### src/rtl/matmul_pkg.sv
// Shared definitions for the UART matrix-multiply sequencer: the default
// frame header, FSM state encoding and derived-width helpers.
package matmul_pkg;

  localparam logic [7:0] SYNC_BYTE_DEFAULT = 8'hA5;

  typedef enum logic [3:0] {
    S_IDLE    = 4'd0,
    S_LOAD_A  = 4'd1,
    S_LOAD_B  = 4'd2,
    S_START   = 4'd3,
    S_WAIT_MM = 4'd4,
    S_RD_REQ  = 4'd5,
    S_RD_WAIT = 4'd6,
    S_SEND    = 4'd7,
    S_TX_WAIT = 4'd8
  } state_t;

  // Address width of an NxN row-major memory (at least one bit).
  function automatic int calc_aw(input int n);
    return (n * n <= 1) ? 1 : $clog2(n * n);
  endfunction

  // Width of one dot product of N elements of width dw.
  function automatic int calc_res_w(input int n, input int dw);
    return 2 * dw + $clog2(n);
  endfunction

  // Number of UART bytes needed to carry one result element.
  function automatic int calc_res_bytes(input int n, input int dw);
    return (calc_res_w(n, dw) + 7) / 8;
  endfunction

endpackage

### src/rtl/uart_matmul_ctrl_rx_byte_event.sv
// Turns the level-style uart_rx ready flag into single-cycle byte events and
// watches the gap between consecutive operand bytes for a stalled sender.
module rx_byte_event #(
  parameter int TIMEOUT_CYC = 2_000_000
) (
  input  logic clk,
  input  logic reset,       // asynchronous, active low
  input  logic i_rx_ready,
  input  logic i_gap_en,    // high only while operand bytes are expected
  output logic o_byte_evt,
  output logic o_timeout
);

  localparam int CW = $clog2(TIMEOUT_CYC + 1);

  logic          r_rx_ready_q;
  logic [CW-1:0] r_gap_cnt;
  logic          w_at_limit;

  // Delayed copy of rx_ready for rising-edge detection.
  always_ff @(posedge clk or negedge reset) begin
    if (!reset) r_rx_ready_q <= 1'b0;
    else        r_rx_ready_q <= i_rx_ready;
  end

  // A flag held high for many cycles still produces exactly one event.
  assign o_byte_evt = i_rx_ready & ~r_rx_ready_q;

  // The counter reads k exactly k cycles after the last byte event, so the
  // abort lands TIMEOUT_CYC cycles after the write that byte caused.
  assign w_at_limit = (r_gap_cnt == CW'(TIMEOUT_CYC - 1));
  assign o_timeout  = i_gap_en & ~o_byte_evt & w_at_limit;

  // Gap counter: cleared by every byte and whenever no operand is pending.
  always_ff @(posedge clk or negedge reset) begin
    if (!reset) begin
      r_gap_cnt <= '0;
    end else if (!i_gap_en || o_byte_evt) begin
      r_gap_cnt <= '0;
    end else if (!w_at_limit) begin
      r_gap_cnt <= r_gap_cnt + CW'(1);
    end
  end

endmodule

### src/rtl/uart_matmul_ctrl.sv
// Sequencer between uart_rx/uart_tx and the matrix-multiply core: loads A and
// B from a framed byte stream, starts the multiply, then streams C out MSB
// byte first.
module uart_matmul_ctrl
  import matmul_pkg::*;
#(
  parameter int          N           = 4,
  parameter int          DATA_W      = 8,
  parameter int          TIMEOUT_CYC = 2_000_000,
  parameter logic [7:0]  SYNC_BYTE   = SYNC_BYTE_DEFAULT,
  localparam int         AW          = calc_aw(N),
  localparam int         RES_W       = calc_res_w(N, DATA_W),
  localparam int         RES_BYTES   = calc_res_bytes(N, DATA_W)
) (
  input  logic              clk,
  input  logic              reset,        // asynchronous, active low
  input  logic [7:0]        rx_data,
  input  logic              rx_ready,
  output logic              op_wr_en,
  output logic              op_wr_sel,
  output logic [AW-1:0]     op_wr_addr,
  output logic [DATA_W-1:0] op_wr_data,
  output logic              mm_start,
  input  logic              mm_done,
  output logic              res_rd_en,
  output logic [AW-1:0]     res_rd_addr,
  input  logic [RES_W-1:0]  res_rd_data,
  output logic              tx_start,
  output logic [7:0]        tx_data,
  input  logic              tx_busy,
  output logic              busy,
  output logic              err
);

  localparam int          SHW  = RES_BYTES * 8;
  localparam int          BCW  = (RES_BYTES > 1) ? $clog2(RES_BYTES) : 1;
  localparam logic [AW-1:0] LAST = AW'(N * N - 1);

  state_t              r_state;
  logic [AW-1:0]       r_idx;
  logic [BCW-1:0]      r_byte_cnt;
  logic [SHW-1:0]      r_shift;
  logic                r_first;

  logic                r_op_wr_en;
  logic                r_op_wr_sel;
  logic [AW-1:0]       r_op_wr_addr;
  logic [DATA_W-1:0]   r_op_wr_data;
  logic                r_mm_start;
  logic                r_res_rd_en;
  logic [AW-1:0]       r_res_rd_addr;
  logic                r_tx_start;
  logic [7:0]          r_tx_data;
  logic                r_err;

  logic                w_byte_evt;
  logic                w_timeout;
  logic                w_gap_en;

  assign w_gap_en = (r_state == S_LOAD_A) || (r_state == S_LOAD_B);

  rx_byte_event #(
    .TIMEOUT_CYC (TIMEOUT_CYC)
  ) u_rx_evt (
    .clk        (clk),
    .reset      (reset),
    .i_rx_ready (rx_ready),
    .i_gap_en   (w_gap_en),
    .o_byte_evt (w_byte_evt),
    .o_timeout  (w_timeout)
  );

  // Main sequencer: strobes default low every cycle, so each one is a
  // single-cycle pulse and at most one is raised per transition.
  always_ff @(posedge clk or negedge reset) begin
    if (!reset) begin
      r_state       <= S_IDLE;
      r_idx         <= '0;
      r_byte_cnt    <= '0;
      r_shift       <= '0;
      r_first       <= 1'b0;
      r_op_wr_en    <= 1'b0;
      r_op_wr_sel   <= 1'b0;
      r_op_wr_addr  <= '0;
      r_op_wr_data  <= '0;
      r_mm_start    <= 1'b0;
      r_res_rd_en   <= 1'b0;
      r_res_rd_addr <= '0;
      r_tx_start    <= 1'b0;
      r_tx_data     <= '0;
      r_err         <= 1'b0;
    end else begin
      r_op_wr_en  <= 1'b0;
      r_mm_start  <= 1'b0;
      r_res_rd_en <= 1'b0;
      r_tx_start  <= 1'b0;
      r_err       <= 1'b0;

      case (r_state)
        S_IDLE: begin
          if (w_byte_evt && (rx_data == SYNC_BYTE)) begin
            r_idx   <= '0;
            r_state <= S_LOAD_A;
          end
        end

        S_LOAD_A, S_LOAD_B: begin
          if (w_timeout) begin
            // Abandon the frame; whatever was written stays in memory.
            r_err   <= 1'b1;
            r_idx   <= '0;
            r_state <= S_IDLE;
          end else if (w_byte_evt) begin
            r_op_wr_en   <= 1'b1;
            r_op_wr_sel  <= (r_state == S_LOAD_B);
            r_op_wr_addr <= r_idx;
            r_op_wr_data <= rx_data[DATA_W-1:0];
            if (r_idx == LAST) begin
              r_idx   <= '0;
              r_state <= (r_state == S_LOAD_A) ? S_LOAD_B : S_START;
            end else begin
              r_idx <= r_idx + AW'(1);
            end
          end
        end

        S_START: begin
          r_mm_start <= 1'b1;
          r_state    <= S_WAIT_MM;
        end

        S_WAIT_MM: begin
          // Skip the cycle the start pulse is on the wire so a done level
          // left over from a previous run is not taken as completion.
          if (mm_done && !r_mm_start) begin
            r_idx         <= '0;
            r_res_rd_en   <= 1'b1;
            r_res_rd_addr <= '0;
            r_state       <= S_RD_REQ;
          end
        end

        // The read strobe is already on the port during this state.
        S_RD_REQ: begin
          r_state <= S_RD_WAIT;
        end

        S_RD_WAIT: begin
          r_shift    <= SHW'(res_rd_data);
          r_byte_cnt <= BCW'(RES_BYTES - 1);
          r_state    <= S_SEND;
        end

        S_SEND: begin
          if (!tx_busy) begin
            r_tx_start <= 1'b1;
            r_tx_data  <= r_shift[SHW-1 -: 8];
            r_shift    <= r_shift << 8;
            r_first    <= 1'b1;
            r_state    <= S_TX_WAIT;
          end
        end

        S_TX_WAIT: begin
          // uart_tx has not raised busy yet on the cycle tx_start is seen.
          r_first <= 1'b0;
          if (!r_first && !tx_busy) begin
            if (r_byte_cnt != '0) begin
              r_byte_cnt <= r_byte_cnt - BCW'(1);
              r_state    <= S_SEND;
            end else if (r_idx == LAST) begin
              r_idx   <= '0;
              r_state <= S_IDLE;
            end else begin
              r_idx         <= r_idx + AW'(1);
              r_res_rd_en   <= 1'b1;
              r_res_rd_addr <= r_idx + AW'(1);
              r_state       <= S_RD_REQ;
            end
          end
        end

        default: begin
          r_state <= S_IDLE;
        end
      endcase
    end
  end

  assign op_wr_en    = r_op_wr_en;
  assign op_wr_sel   = r_op_wr_sel;
  assign op_wr_addr  = r_op_wr_addr;
  assign op_wr_data  = r_op_wr_data;
  assign mm_start    = r_mm_start;
  assign res_rd_en   = r_res_rd_en;
  assign res_rd_addr = r_res_rd_addr;
  assign tx_start    = r_tx_start;
  assign tx_data     = r_tx_data;
  assign err         = r_err;
  assign busy        = (r_state != S_IDLE);

endmodule
### config.mk
export PLATFORM = sky130hd
export DESIGN_NAME = uart_matmul_ctrl
export DESIGN_NICKNAME = d
export VERILOG_FILES = /design/src/rtl/matmul_pkg.sv /design/src/rtl/uart_matmul_ctrl_rx_byte_event.sv /design/src/rtl/uart_matmul_ctrl.sv
export SDC_FILE = /design/constraint.sdc
export NUM_CORES = 1
export LEC_CHECK = 0
export CAP_MARGIN = 10
export CORE_MARGIN = 8
export CORE_UTILIZATION = 60
export DETAILED_ROUTE_END_ITERATION = 7
export DONT_BUFFER_PORTS = 1
export PLACE_DENSITY = 0.76
export SLEW_MARGIN = 30
export SYNTH_ARGS = -nofsm -noshare
export SYNTH_HDL_FRONTEND = slang
export SYNTH_SLANG_ARGS = --single-unit
### constraint.sdc
create_clock -name clk -period 2.2 [get_ports clk]
set_input_delay 0.33 -clock clk [delete_from_list [all_inputs] [get_ports clk]]
set_output_delay 0.33 -clock clk [all_outputs]
set_load 0.03 [all_outputs]
==> flow_metrics.env, run 1 <==
export IMPL_critical_path_class="flip-flop to flip-flop"
export IMPL_crit_chain="or2_4 -> a21o_1 -> a211o_1 -> a21oi_2 -> o21ai_1 -> a22o_1"
export IMPL_arrival_ns=2.30
export IMPL_n_antenna_cell=0
export IMPL_worstMarginPinSlew_ns=0.698
export IMPL_critical_path_endpoint_type="flip-flop"
export IMPL_fp_dieW_um=97.7
export IMPL_holdCritPathClass="input port to asynchronous set/reset pin"
export IMPL_drt_iter0_markers=114
export IMPL_finalWirelength_um=8000
export IMPL_dr_pass1_iters=6
export IMPL_place_ws_ns=0.192
export IMPL_status="finished, violations left"
export IMPL_drv_slew=0
export IMPL_cp_start_kind="flip-flop"
export IMPL_final_cell_mix="87 x dfrtp_1, 63 x nand2_1, 48 x nor2_1, 19 x buf_4, 18 x mux2_2"
export IMPL_met1Wirelength_um=3660
export IMPL_syn_area_um2=4000
export IMPL_antenna_found_initial=0
export IMPL_final_hold_viol_count=87
export IMPL_ioPinCount=62
export IMPL_critPathMaxFanout=9
export IMPL_grt_pass1_wl_um=14200
export IMPL_setup_tns_final_ns=0
export IMPL_finalSetupViolations=0
export IMPL_row_count=29
export IMPL_post_cts_buffers=0
export IMPL_ys_top_cells_by_area="dfrtp_1 54%, nand2_1 5.9%, mux2_2 5.1%, nor2_1 4.5%, xor2_1 3.1%"
export IMPL_overflow=0
export IMPL_synth_seq_cells=87
export IMPL_io_buffers=0
export IMPL_cts_root_buf="clkbuf_8"
export IMPL_ctsHoldBuffers=1
export IMPL_cp_slowest_stage_delay_ns=0.49
export IMPL_die_h_um=97.7
export IMPL_synth_avg_cell_area_um2=10.4
export IMPL_fmax_mhz=487
export IMPL_yosysWarningCount=0
export IMPL_synth_ff_type="dfrtp_1"
export IMPL_start_util_pct=62.7
export IMPL_ant_nets=0
export IMPL_synth_top_area_share_pct=54.4
export IMPL_setup_slack_ns=0.146
export IMPL_wl_met2_um=3870
export IMPL_cap_violations=0
export IMPL_top_layer_used="met4"
export IMPL_fin_util_pct=68.2
export IMPL_placed_area_um2=4170
export IMPL_rsz0062_at_grt="no"
export IMPL_routed_wl_met3_um=355
export IMPL_drive_gt1_share_pct=17.8
export IMPL_gp_congestion=0.849
export IMPL_cts_buffers=9
export IMPL_die_area_um2=9540
export IMPL_syn_instance_count=385
export IMPL_yosysTopAreaCell="dfrtp_1"
export IMPL_leakage_nw=2.00
export IMPL_r2r_start="r_state[1]"
export IMPL_maxSlewHeadroom_pct=53.4
export IMPL_rrSetupSlack_ns=0.15
export IMPL_cp_required_ns=2.44
export IMPL_clk_pin_slew_ns=0.08
export IMPL_critPathSlowestCell="dfrtp_1"
export IMPL_reg2regPathDepth=6
export IMPL_grt_max_degree=88
export IMPL_h_tree_depth=3
export IMPL_via_per_inst=5.80
export IMPL_vdd_ir_drop_worst_mv=0.704
export IMPL_layout_min_cycle_time_ns=2.05
export IMPL_grt_pass1_vias=2901
export IMPL_fin_area_um2=4360
export IMPL_layout_commonest_cell="dfrtp_1"
export IMPL_max_clock_path_buffers=2
export IMPL_synth_nets=419
export IMPL_core_um2=6390
export IMPL_ys_async_sr_fraction_pct=100
export IMPL_ys_seq_area_share_pct=54.4
export IMPL_routedWlPerCell_um=16.6
export IMPL_cts_sinks=87
export IMPL_r2r_end="r_idx[2]"
export IMPL_cts_tree="built"
export IMPL_vias=2795
export IMPL_powerDensity_nw_per_um2=1240
export IMPL_drc_errors=0
export IMPL_fin_nets=435
export IMPL_violations="negative hold slack"
export IMPL_syn2layout_area_growth_pct=8.81
export IMPL_fin_worst_skew_ns=0.00867
export IMPL_post_dp_hpwl_um=5760
export IMPL_finalCritPeriodShare_pct=93.4
export IMPL_fillers=483
export IMPL_hold_slack_ns=-0.333
export IMPL_synth_edff_count=0
export IMPL_grt_usage_pct=17.9
export IMPL_insertion_delay_ns=0.35
export IMPL_ys_types=54
state kept, by name (all words and copies together), names as in the netlist, 2 cells and up:
name,count
op_wr_addr,4
op_wr_data,8
r_byte_cnt,2
r_idx,4
r_shift,24
r_state,4
res_rd_addr,4
tx_data,8
u_rx_evt.r_gap_cnt,21
area by class of cell:
| type | instances | area (um2) | area share, % |
|---|---|---|---|
| Sequential cell | 87 | 2180 | 50.0 |
| Timing Repair Buffer | 20 | 153 | 3.50 |
| Clock inverter | 5 | 35.0 | 0.804 |
| Clock buffer | 10 | 138 | 3.16 |
| Inverter | 8 | 30.0 | 0.689 |
| Multi-Input combinational cell | 275 | 1730 | 39.7 |
| Tap cell | 77 | 96.3 | 2.21 |
worst max-delay path by stage:
stage / start / to / slack [ns] / cells after the start
5_1_grt: r_state[3] / r_idx[2] / 0.03 / 6
6_report: r_state[1] / r_idx[2] / 0.15 / 6
2_1_floorplan: r_state[1] / r_state[2] / 0.35 / 5
3_5_place_dp: r_state[1] / r_idx[2] / 0.19 / 6
4_1_cts: r_state[1] / r_byte_cnt[0] / 0.17 / 5
3_3_place_gp: r_state[3] / r_idx[2] / 0.21 / 6
cells in the mapped netlist, types with 2 or more instances:
library cell / instances
dfrtp_1: 87
nand4_1: 4
nor3_2: 2
a31oi_1: 13
nor3b_1: 2
o21ai_0: 13
mux2_2: 18
and3_1: 9
o21a_1: 2
nor4b_2: 2
xnor2_1: 10
nand2b_1: 2
and4_1: 2
xor2_1: 14
mux2_1: 4
nand3_1: 15
o21ai_2: 2
nor2b_1: 3
clkbuf_1: 11
nor2_1: 48
buf_6: 2
buf_2: 2
nor3_1: 3
ha_1: 3
o21ai_1: 2
mux2i_1: 2
o22ai_1: 3
nor4bb_1: 2
inv_1: 8
a21oi_1: 8
nand2_1: 63
a21o_1: 2
metal layers:
layer  GRT usage [%]  vias up
li1                -     1362
met1            23.2     1374
met2            27.7       49
met3            4.91       10
met4            6.88        0
met5               0        -
kinds of logic (layout without fill, tap and decap cells):
logic type,Yosys count,count (layout),share of synthesized area [%]
compound gates,56,56,9.25
simple gates,168,168,20.9
fa+ha+maj,3,3,0.938
xor+xnor,24,24,5.25
flops,87,87,54.4
mux,24,24,6.69
buf+inv,23,43,2.59
timing repair:
action | 4_1_cts | 5_1_grt
resized for setup | 0 | 1
endpoints found under the setup margin | 0 | 1
hold endpoints to repair | 88 | 87
report_power, final:
group / total, mW / internal [mW] / switching [mW] / leakage, nW
sequential: 2.81 / 2.07 / 0.746 / 1.13
combinational: 1.58 / 0.705 / 0.879 / 0.788
clock: 0.987 / 0.435 / 0.552 / 0.0881
critical path: cells and delay by family (launching register included):
kind	cells	cell delay [ns]
flip-flops	1	0.49
AO/OA/AOI/OAI	5	1.15
AND/OR/NAND/NOR	1	0.30
metrics by stage:
stage               cells  total power, mW
detailed placement    466             4.44
finish                482             5.39
CTS                   482             5.42
global placement      466             4.39
floorplan             385             4.01
global route          482             5.74
Power figures use the tool's default switching activity.
==> run 2: changes to the inputs <==
--- a/config.mk
+++ b/config.mk
@@ -10,6 +10,7 @@
 export CORE_UTILIZATION = 60
 export DETAILED_ROUTE_END_ITERATION = 7
 export DONT_BUFFER_PORTS = 1
+export MAX_ROUTING_LAYER = met4
 export PLACE_DENSITY = 0.76
 export SLEW_MARGIN = 30
 export SYNTH_ARGS = -nofsm -noshare
==> flow_metrics.env, run 2 (synthesis gave the netlist of run 1 again) <==
export IMPL_use_met2_pct=27.2
export IMPL_insertion_delay_ns=0.35
export IMPL_max_clock_path_buffers=2
export IMPL_critical_path_class="flip-flop to flip-flop"
export IMPL_finalSetupViolations=0
export IMPL_grt_usage_pct=17.9
export IMPL_gp_congestion=0.895
export IMPL_fin_worst_skew_ns=0.00514
export IMPL_status="finished, violations left"
export IMPL_antenna_found_initial=0
export IMPL_cp_slowest_stage_delay_ns=0.59
export IMPL_r2r_start="r_state[1]"
export IMPL_die_h_um=97.7
export IMPL_syn2layout_area_growth_pct=9.12
export IMPL_drt_iter0_markers=146
export IMPL_finalWirelength_um=7980
export IMPL_final_hold_viol_count=87
export IMPL_vias=2817
export IMPL_largest_register="r_shift"
export IMPL_arrival_ns=2.22
export IMPL_top_usage_layer="met2"
export IMPL_violations="negative hold slack"
export IMPL_routedWlPerCell_um=16.5
export IMPL_switchingPower_mw=2.17
export IMPL_post_cts_buffers=0
export IMPL_cts_sinks=87
export IMPL_post_dp_hpwl_um=5710
export IMPL_rrSetupSlack_ns=0.22
export IMPL_multiInputGateArea_um2=1730
export IMPL_worstMarginPinSlew_ns=0.697
export IMPL_setup_tns_final_ns=0
export IMPL_p_seq_share_pct=51.9
export IMPL_drc_errors=0
export IMPL_leakage_nw=2.00
export IMPL_powerDensity_nw_per_um2=1240
export IMPL_regArea_um2=2180
export IMPL_critPathLaunch="r_state[1]"
export IMPL_critPathCapture="res_rd_addr[3]"
export IMPL_top_regs="r_shift (24), u_rx_evt.r_gap_cnt (21)"
export IMPL_grt_pass1_vias=2834
export IMPL_n_antenna_cell=0
export IMPL_ctsHoldBuffers=1
export IMPL_ant_nets=0
export IMPL_combPwrFrac_pct=29.2
export IMPL_hold_slack_ns=-0.340
export IMPL_r2r_end="res_rd_addr[3]"
export IMPL_drive_gt1_share_pct=17.7
export IMPL_cts_root_buf="clkbuf_8"
export IMPL_worstPathBufferInverterCount=0
export IMPL_io_buffers=0
export IMPL_vdd_ir_drop_worst_mv=0.735
export IMPL_fillers=487
export IMPL_via_per_inst=5.83
export IMPL_drv_slew=0
export IMPL_reg2regPathDepth=4
export IMPL_cp_start_kind="flip-flop"
export IMPL_largest_register_ffs=24
export IMPL_core_um2=6390
export IMPL_path_depth=4
export IMPL_cp_required_ns=2.44
export IMPL_start_util_pct=62.7
export IMPL_cp_top_family="simple AND/OR/NAND/NOR gates"
export IMPL_clk_pin_slew_ns=0.08
export IMPL_cap_violations=0
export IMPL_row_count=29
export IMPL_dr_pass1_iters=7
export IMPL_holdCritPathClass="input port to asynchronous set/reset pin"
export IMPL_critical_path_endpoint_type="flip-flop"
export IMPL_crit_chain="or4b_4 -> nor2_1 -> a32o_2 -> mux2_1"
export IMPL_fp_dieW_um=97.7
export IMPL_maxSlewHeadroom_pct=53.5
export IMPL_fin_nets=435
export IMPL_swShare_pct=40.1
export IMPL_met1_usage_pct=22.2
export IMPL_die_area_um2=9540
export IMPL_cts_buffers=9
export IMPL_p_clk_share_pct=18.9
export IMPL_rsz0062_at_grt="no"
export IMPL_p_total_mw=5.42
export IMPL_grt_use_met3_pct=3.84
export IMPL_grt_pass1_wl_um=13700
export IMPL_critPathMaxFanout=9
export IMPL_ioPinCount=62
export IMPL_cts_tree="built"
export IMPL_h_tree_depth=3
export IMPL_final_cell_mix="87 x dfrtp_1, 63 x nand2_1, 48 x nor2_1, 19 x buf_4, 18 x mux2_2"
export IMPL_layout_min_cycle_time_ns=1.98
export IMPL_finalCritPeriodShare_pct=90.2
export IMPL_critPathSlowestCell="or4b_4"
export IMPL_cellInternalPower_mw=3.25
export IMPL_overflow=0
export IMPL_layout_commonest_cell="dfrtp_1"
export IMPL_fmax_mhz=504
export IMPL_grt_max_degree=88
run 2: per-layer routing:
metal | vias up | share of wire (%)
met5 | - | 0
met1 | 1392 | 45
li1 | 1363 | -
met3 | 13 | 3.7
met2 | 49 | 49
met4 | 0 | 2.0
run 2: how the worst min path moves through the flow:
stage / to / slack [ns] / from / cells past startpoint
after detailed placement: tx_data[4] / 0.04 / reset / 0
after CTS: tx_data[4] / -0.35 / reset / 0
after floorplan: err / 0.03 / reset / 0
after global routing: tx_data[2] / -0.36 / reset / 0
after global placement: tx_data[4] / 0.04 / reset / 0
final: tx_data[4] / -0.34 / reset / 0
run 2: cell type report:
type,count,area share [%]
clock inverter,4,0.687
multi-input combinational,275,39.5
tap,77,2.21
timing repair buffer,20,3.49
clock buffer,12,3.55
inverter,8,0.687
sequential,87,49.8
run 2: repair_timing:
action                                  CTS  global route
endpoints found under the hold margin    88            87
endpoints found under the setup margin    0             1
resized for setup                         0             1
run 2: per-stage QoR:
step | area (um2) | setup slack (ns) | cells | hold slack, ns | utilization (%)
finish | 4370 | 0.215 | 483 | -0.340 | 68.4
detailed placement | 4170 | 0.226 | 466 | 0.0374 | 65.3
global route | 4370 | 0.0472 | 483 | -0.360 | 68.4
global placement | 4170 | 0.224 | 466 | 0.0376 | 65.3
CTS | 4360 | 0.200 | 483 | -0.355 | 68.3
floorplan | 4000 | 0.350 | 385 | 0.0344 | -
run 2: power by group through the flow:
stage               Clock [mW]  Combinational (mW)  Sequential, mW
global placement             0                1.54            2.83
detailed placement           0                1.58            2.85
floorplan                    0                1.31            2.69
global route              1.11                1.79            2.89
finish                    1.02                1.58            2.81
CTS                       1.05                1.59            2.82
